### config.mk
export PLATFORM = sky130hd
export DESIGN_NAME = vga_timing_gen
export DESIGN_NICKNAME = d
export VERILOG_FILES = /design/src/rtl/vga_timing_pkg.sv /design/src/rtl/sync_delay_line.sv /design/src/rtl/vga_timing_gen.sv
export SDC_FILE = /design/constraint.sdc
export NUM_CORES = 1
export LEC_CHECK = 0
export ABC_AREA = 0
export ABC_CLOCK_PERIOD_IN_PS = 1700
export BUFFER_PORTS_ARGS = -buffer_cell sky130_fd_sc_hd__buf_2
export CAP_MARGIN = 20
export CELL_PAD_IN_SITES_DETAIL_PLACEMENT = 1
export CELL_PAD_IN_SITES_GLOBAL_PLACEMENT = 1
export CORE_ASPECT_RATIO = 1.5
export CORE_MARGIN = 3
export CORE_UTILIZATION = 36
export CTS_CLUSTER_SIZE = 40
export DETAILED_ROUTE_END_ITERATION = 12
export HOLD_SLACK_MARGIN = 0.05
export PLACE_DENSITY = 0.73
export REMOVE_ABC_BUFFERS = 1
export SYNTH_ARGS = -nofsm -noshare
export SYNTH_HDL_FRONTEND = slang
export SYNTH_HIERARCHICAL = 1
export SYNTH_SLANG_ARGS = --single-unit
### constraint.sdc
create_clock -name vga_clk -period 1.7 [get_ports vga_clk]
set_input_delay 0.425 -clock vga_clk [delete_from_list [all_inputs] [get_ports vga_clk]]
set_output_delay 0.425 -clock vga_clk [all_outputs]
set_load 0.02 [all_outputs]
### src/rtl/vga_timing_pkg.sv
// Default 640x480@60 raster constants and the sync/blank bundle shared by the timing generator.
package vga_timing_pkg;

    localparam int H_VISIBLE_DEF = 640;
    localparam int H_FRONT_DEF   = 16;
    localparam int H_SYNC_DEF    = 96;
    localparam int H_BACK_DEF    = 48;
    localparam int V_VISIBLE_DEF = 480;
    localparam int V_FRONT_DEF   = 10;
    localparam int V_SYNC_DEF    = 2;
    localparam int V_BACK_DEF    = 33;

    localparam int H_TOTAL = H_VISIBLE_DEF + H_FRONT_DEF + H_SYNC_DEF + H_BACK_DEF;
    localparam int V_TOTAL = V_VISIBLE_DEF + V_FRONT_DEF + V_SYNC_DEF + V_BACK_DEF;

    typedef struct packed {
        logic hs;
        logic vs;
        logic blank;
    } vga_sync_t;

    // Syncs idle high and nothing is visible while the pipe is empty.
    localparam vga_sync_t SYNC_IDLE = '{hs: 1'b1, vs: 1'b1, blank: 1'b0};

endpackage

### src/rtl/sync_delay_line.sv
// DEPTH-stage shift register for the hs/vs/blank bundle; every stage resets to the idle value.
module sync_delay_line
    import vga_timing_pkg::*;
#(
    parameter int DEPTH = 1
) (
    input  logic      vga_clk,
    input  logic      reset,
    input  vga_sync_t d,
    output vga_sync_t q
);

    vga_sync_t stage [DEPTH];

    // NOTE: every stage is reset so a mid-frame reset cannot replay a stale sync pulse.
    always_ff @(posedge vga_clk) begin
        if (reset) begin
            stage <= '{default: SYNC_IDLE};
        end else begin
            stage[0] <= d;
            for (int i = 1; i < DEPTH; i++) begin
                stage[i] <= stage[i-1];
            end
        end
    end

    assign q = stage[DEPTH-1];

endmodule

### src/rtl/vga_timing_gen.sv
// VGA raster timing: pixel/line counters, hs/vs/blank decode, line/frame strobes, frame counter.
// Define VGA_SYNC_ALIGN_EN to delay hs/vs/blank by SYNC_DELAY cycles to match registered RGB.
module vga_timing_gen
    import vga_timing_pkg::*;
#(
    parameter int H_VISIBLE  = H_VISIBLE_DEF,
    parameter int H_FRONT    = H_FRONT_DEF,
    parameter int H_SYNC     = H_SYNC_DEF,
    parameter int H_BACK     = H_BACK_DEF,
    parameter int V_VISIBLE  = V_VISIBLE_DEF,
    parameter int V_FRONT    = V_FRONT_DEF,
    parameter int V_SYNC     = V_SYNC_DEF,
    parameter int V_BACK     = V_BACK_DEF,
    parameter int SYNC_DELAY = 1
) (
    input  logic        vga_clk,
    input  logic        reset,
    output logic [9:0]  DrawX,
    output logic [9:0]  DrawY,
    output logic        blank,
    output logic        hs,
    output logic        vs,
    output logic        line_start,
    output logic        frame_start,
    output logic [15:0] frame_count
);

    localparam int H_TOT = H_VISIBLE + H_FRONT + H_SYNC + H_BACK;
    localparam int V_TOT = V_VISIBLE + V_FRONT + V_SYNC + V_BACK;

    if (H_TOT > 1024 || V_TOT > 1024) begin : g_bad_timing
        $error("vga_timing_gen: H/V totals exceed the 10-bit counter range");
    end

    localparam logic [9:0] H_LAST   = 10'(H_TOT - 1);
    localparam logic [9:0] V_LAST   = 10'(V_TOT - 1);
    localparam logic [9:0] H_VIS    = 10'(H_VISIBLE);
    localparam logic [9:0] V_VIS    = 10'(V_VISIBLE);
    localparam logic [9:0] HS_FIRST = 10'(H_VISIBLE + H_FRONT);
    localparam logic [9:0] HS_LAST  = 10'(H_VISIBLE + H_FRONT + H_SYNC - 1);
    localparam logic [9:0] VS_FIRST = 10'(V_VISIBLE + V_FRONT);
    localparam logic [9:0] VS_LAST  = 10'(V_VISIBLE + V_FRONT + V_SYNC - 1);

    logic [9:0] hc;
    logic [9:0] vc;
    logic       h_last;
    logic       v_last;
    vga_sync_t  sync_raw;
    vga_sync_t  sync_out;

    assign h_last = (hc == H_LAST);
    assign v_last = (vc == V_LAST);

    // NOTE: sequential state uses non-blocking assignment so every register samples pre-edge values.
    always_ff @(posedge vga_clk) begin
        if (reset) begin
            hc          <= '0;
            vc          <= '0;
            line_start  <= 1'b0;
            frame_start <= 1'b0;
            frame_count <= '0;
        end else begin
            // Strobes look one cycle ahead so they coincide with the (0,y) / (0,0) counter state.
            line_start  <= h_last;
            frame_start <= h_last && v_last;
            if (h_last) begin
                hc <= '0;
                vc <= v_last ? '0 : vc + 10'd1;
            end else begin
                hc <= hc + 10'd1;
            end
            if (h_last && v_last) begin
                frame_count <= frame_count + 16'd1;
            end
        end
    end

    assign sync_raw = '{
        hs:    !((hc >= HS_FIRST) && (hc <= HS_LAST)),
        vs:    !((vc >= VS_FIRST) && (vc <= VS_LAST)),
        blank: (hc < H_VIS) && (vc < V_VIS)
    };

`ifdef VGA_SYNC_ALIGN_EN
    if (SYNC_DELAY < 1 || SYNC_DELAY > 4) begin : g_bad_delay
        $error("vga_timing_gen: SYNC_DELAY must be in 1..4");
    end

    sync_delay_line #(
        .DEPTH(SYNC_DELAY)
    ) u_sync_delay (
        .vga_clk(vga_clk),
        .reset  (reset),
        .d      (sync_raw),
        .q      (sync_out)
    );
`else
    assign sync_out = sync_raw;
`endif

    assign DrawX = hc;
    assign DrawY = vc;
    assign hs    = sync_out.hs;
    assign vs    = sync_out.vs;
    assign blank = sync_out.blank;

endmodule

==> impl_metrics.py <==
metrics = {
    "outcome": {
        "status": "finished, violations left",
        "violations": "setup timing",
    },
    "detailed_routing": {
        "dr_total_vias": 2216,
        "viasPerCell": 5.540,
        "wire_per_inst_um": 18.19,
        "drc": 0,
        "firstDrtPassIters": 4,
        "wl_mm": 7.274,
        "drt_iter0_drc": 66,
        "postRouteAntennaNets": 0,
    },
    "setup_path": {
        "start_kind": "flip-flop",
        "worstPathCellList": "buf_6 > or2_4 > o21ai_2 > or3_1 > buf_6",
        "r2r-end": "frame_count[9]$_SDFFE_PP0P_",
        "crit_path_frequent_cell": "buf_6",
        "worstSetupEndpointType": "output pin",
        "crit_fanout": 5,
        "path_buf_inv": 2,
        "max_stage_delay_ns": 0.37,
        "rr_startpoint": "DrawY[1]$_SDFFE_PP0P_",
        "r2r_cells": 8,
        "crit_family": "simple AND/OR/NAND/NOR gates",
        "slowest_stage": "dfxtp_2",
        "reg2reg_slack_ns": -0.13,
        "worstPathRequired_ns": 1.27,
        "critical_path_class": "flip-flop to output pin",
        "crit_arrival_ns": 1.42,
        "setup.worst_path.start": "DrawX[5]$_SDFF_PP0_",
    },
    "synthesis": {
        "ys_warn_count": 6,
        "synthArstFlopShare": 0,
        "synth-seq-cells": 38,
        "syn_area_um2": 1938,
        "syn_inst": 223,
        "synth_edf_count": 0,
        "synth_flop_cell": "dfxtp_1",
        "avgSynthCellArea_um2": 8.691,
        "ys_seq_area_frac": 0.3925,
        "ys_types": 38,
    },
    "sta": {
        "fmax_mhz": 541.5,
        "slew_violations": 0,
        "grt_setup_unrepaired": "yes",
        "post-route-period-util": 1.086,
        "hold_ws_ns": 0.5101,
        "worst_slack_ns": -0.1467,
        "finalHoldViolCount": 0,
        "slew_headroom": 0.7188,
        "setup_viol": 26,
        "min_period_ns": 1.847,
        "worst_pin_slew_ns": 0.4218,
        "skew_ns": 0.006847,
    },
    "placement": {
        "place.gp.congestion": 0.7712,
        "port_buffers": 42,
        "hpwlAfterDp_mm": 4.197,
        "place_area_um2": 2557,
    },
    "power_and_ir_drop": {
        "total_power_mw": 1.948,
        "p_leak_nw": 1.334,
        "p_per_area_nw_per_um2": 621.7,
        "irDropWorstVdd_mv": 0.3917,
    },
    "floorplanning": {
        "die_h_um": 95.87,
        "die_x_um": 65.91,
        "die_area_um2": 6318,
        "initial_core_util": 0.3752,
        "core_area_um2": 5165,
        "num_io_pins": 43,
        "rows": 32,
    },
    "grt": {
        "grt_antenna_before_repair": 0,
        "grt_pass1_vias": 2218,
        "grt_usage": 0.2220,
        "grt_overflow": 0,
        "grt_pass1_wl_mm": 10.81,
        "grt_max_degree": 31,
    },
    "worst_hold_path": {
        "hold_end": "frame_count[14]$_SDFFE_PP0P_",
        "hold_depth": 2,
        "holdCritStartpoint": "frame_count[14]$_SDFFE_PP0P_",
        "hold_class": "flip-flop to flip-flop",
    },
    "clock_network": {
        "cts.clk_slew.worst_paths_ns": 0.08,
        "cts_hold_buf": 0,
        "clock_latency_ns": 0.29,
        "cts_buffer_depth": 2,
        "cts_buffers": 5,
        "htreeDepth": 2,
        "cts_tree": "yes",
        "cts_sinks": 38,
        "root_buffer": "clkbuf_8",
    },
    "cells_and_area": {
        "fillers": 606,
        "final_cell_area_um2": 3133,
        "finish.net_count": 339,
        "final_core_util": 0.6066,
        "drive_gt1_frac": 0.5151,
        "antenna_cells": 0,
        "syn2layout_area_growth_pct": 61.65,
    },
    "job": {
        "cap_violations": 0,
    },
}
## kinds of logic after synthesis
family                   share of synthesized area
AND/OR/NAND/NOR                             0.3305
AO/OA/AOI/OAI                               0.1291
flip-flops                                  0.3925
buffers and inverters                      0.03874
XOR/XNOR                                   0.05875
adder cells (fa/ha/maj)                    0.03873
multiplexers                               0.01162
## layout make-up
type | count | area, um^2 | share of cell area
clock buffers | 6 | 82.58 | 0.02636
multi-input cells | 167 | 1270 | 0.4054
flip-flops and latches | 38 | 779.5 | 0.2488
inverters | 7 | 26.28 | 0.008387
clock inverters | 2 | 60.06 | 0.01917
repair buffers | 112 | 829.5 | 0.2648
well taps | 68 | 85.08 | 0.02716
## per-layer routing
| metal | vias to the layer above | part of all wire | GRT usage |
|---|---|---|---|
| met3 | 20 | 0.031 | 0.03855 |
| met5 | - | 0 | 0 |
| met4 | 0 | 0.027 | 0.08824 |
| met1 | 1109 | 0.39 | 0.2367 |
| li1 | 1037 | - | - |
| met2 | 50 | 0.55 | 0.4218 |
## worst reg2reg max path: stages (launching register included)
cell     delay, ns
dfxtp_2       0.34
inv_2         0.07
ha_4          0.13
nor4b_4       0.25
buf_4         0.18
nand4_1       0.10
buf_6         0.16
or4_4         0.42
a21oi_2       0.13
## power by group
group,total [mW],switching (mW),internal (mW)
clock network,0.973,0.347,0.626
logic,0.0714,0.0435,0.0279
registers,0.903,0.00736,0.896
## worst max-delay path by stage
stage,end,depth (start not counted),slack (ns)
global placement,DrawY[7]$_SDFFE_PP0P_,5,-0.15
finish,hs,5,-0.15
detailed placement,DrawY[9]$_SDFFE_PP0P_,5,-0.22
CTS,frame_count[9]$_SDFFE_PP0P_,8,-0.11
global route,frame_count[9]$_SDFFE_PP0P_,8,-0.21
floorplan,frame_count[10]$_SDFFE_PP0P_,4,-0.57
## through the flow
stage / cells / setup slack [ns] / setup TNS [ns]
floorplan: 212 / -0.5699 / -11.61
global placement: 370 / -0.1527 / -1.596
detailed placement: 370 / -0.2242 / -3.097
CTS: 393 / -0.1098 / -1.180
global route: 400 / -0.2132 / -4.076
finish: 400 / -0.1467 / -1.633
## cells in the final DEF, fill, tap and decap left out, types with 3 or more instances in the layout
cell type  count
or4_1          6
dfxtp_2       15
nand3_1       10
buf_4         58
buf_6         11
or3_1          5
nor2_1        16
nor3_2         3
a21oi_2        5
nand2_1       14
o31ai_2        3
clkbuf_8       6
inv_1          5
o21ai_0        7
o31ai_1        7
a21oi_1       13
ha_1           3
nand4_1       10
and3_1         4
nand4b_1       3
dfxtp_1       23
nor2b_1        4
or4_4          5
buf_2         40
ha_4           3
xnor2_1        6
xor2_1         7
and4_1         5
## sequential cells by signal, summed over array words and instances (netlist names)
name,count
DrawY,10
frame_count,16
line_start,1
DrawX,10
frame_start,1
## cells in the mapped netlist, types with 7 or more instances
library cell,count,share of area
nand3_1,10,0.026
inv_1,7,0.014
o21ai_0,8,0.021
a21oi_1,18,0.046
nand4_1,10,0.032
xor2_1,7,0.032
nor2_1,17,0.033
nand2_1,14,0.027
o31ai_1,10,0.039
or4_1,11,0.043
dfxtp_1,38,0.39
## repair_timing
item,4_1_cts,5_1_grt
cloned,1,2
pin swaps,28,6
gates resized for setup,50,19
buffers inserted,14,5
setup endpoints to repair,34,29
Power figures use the tool's default switching activity.
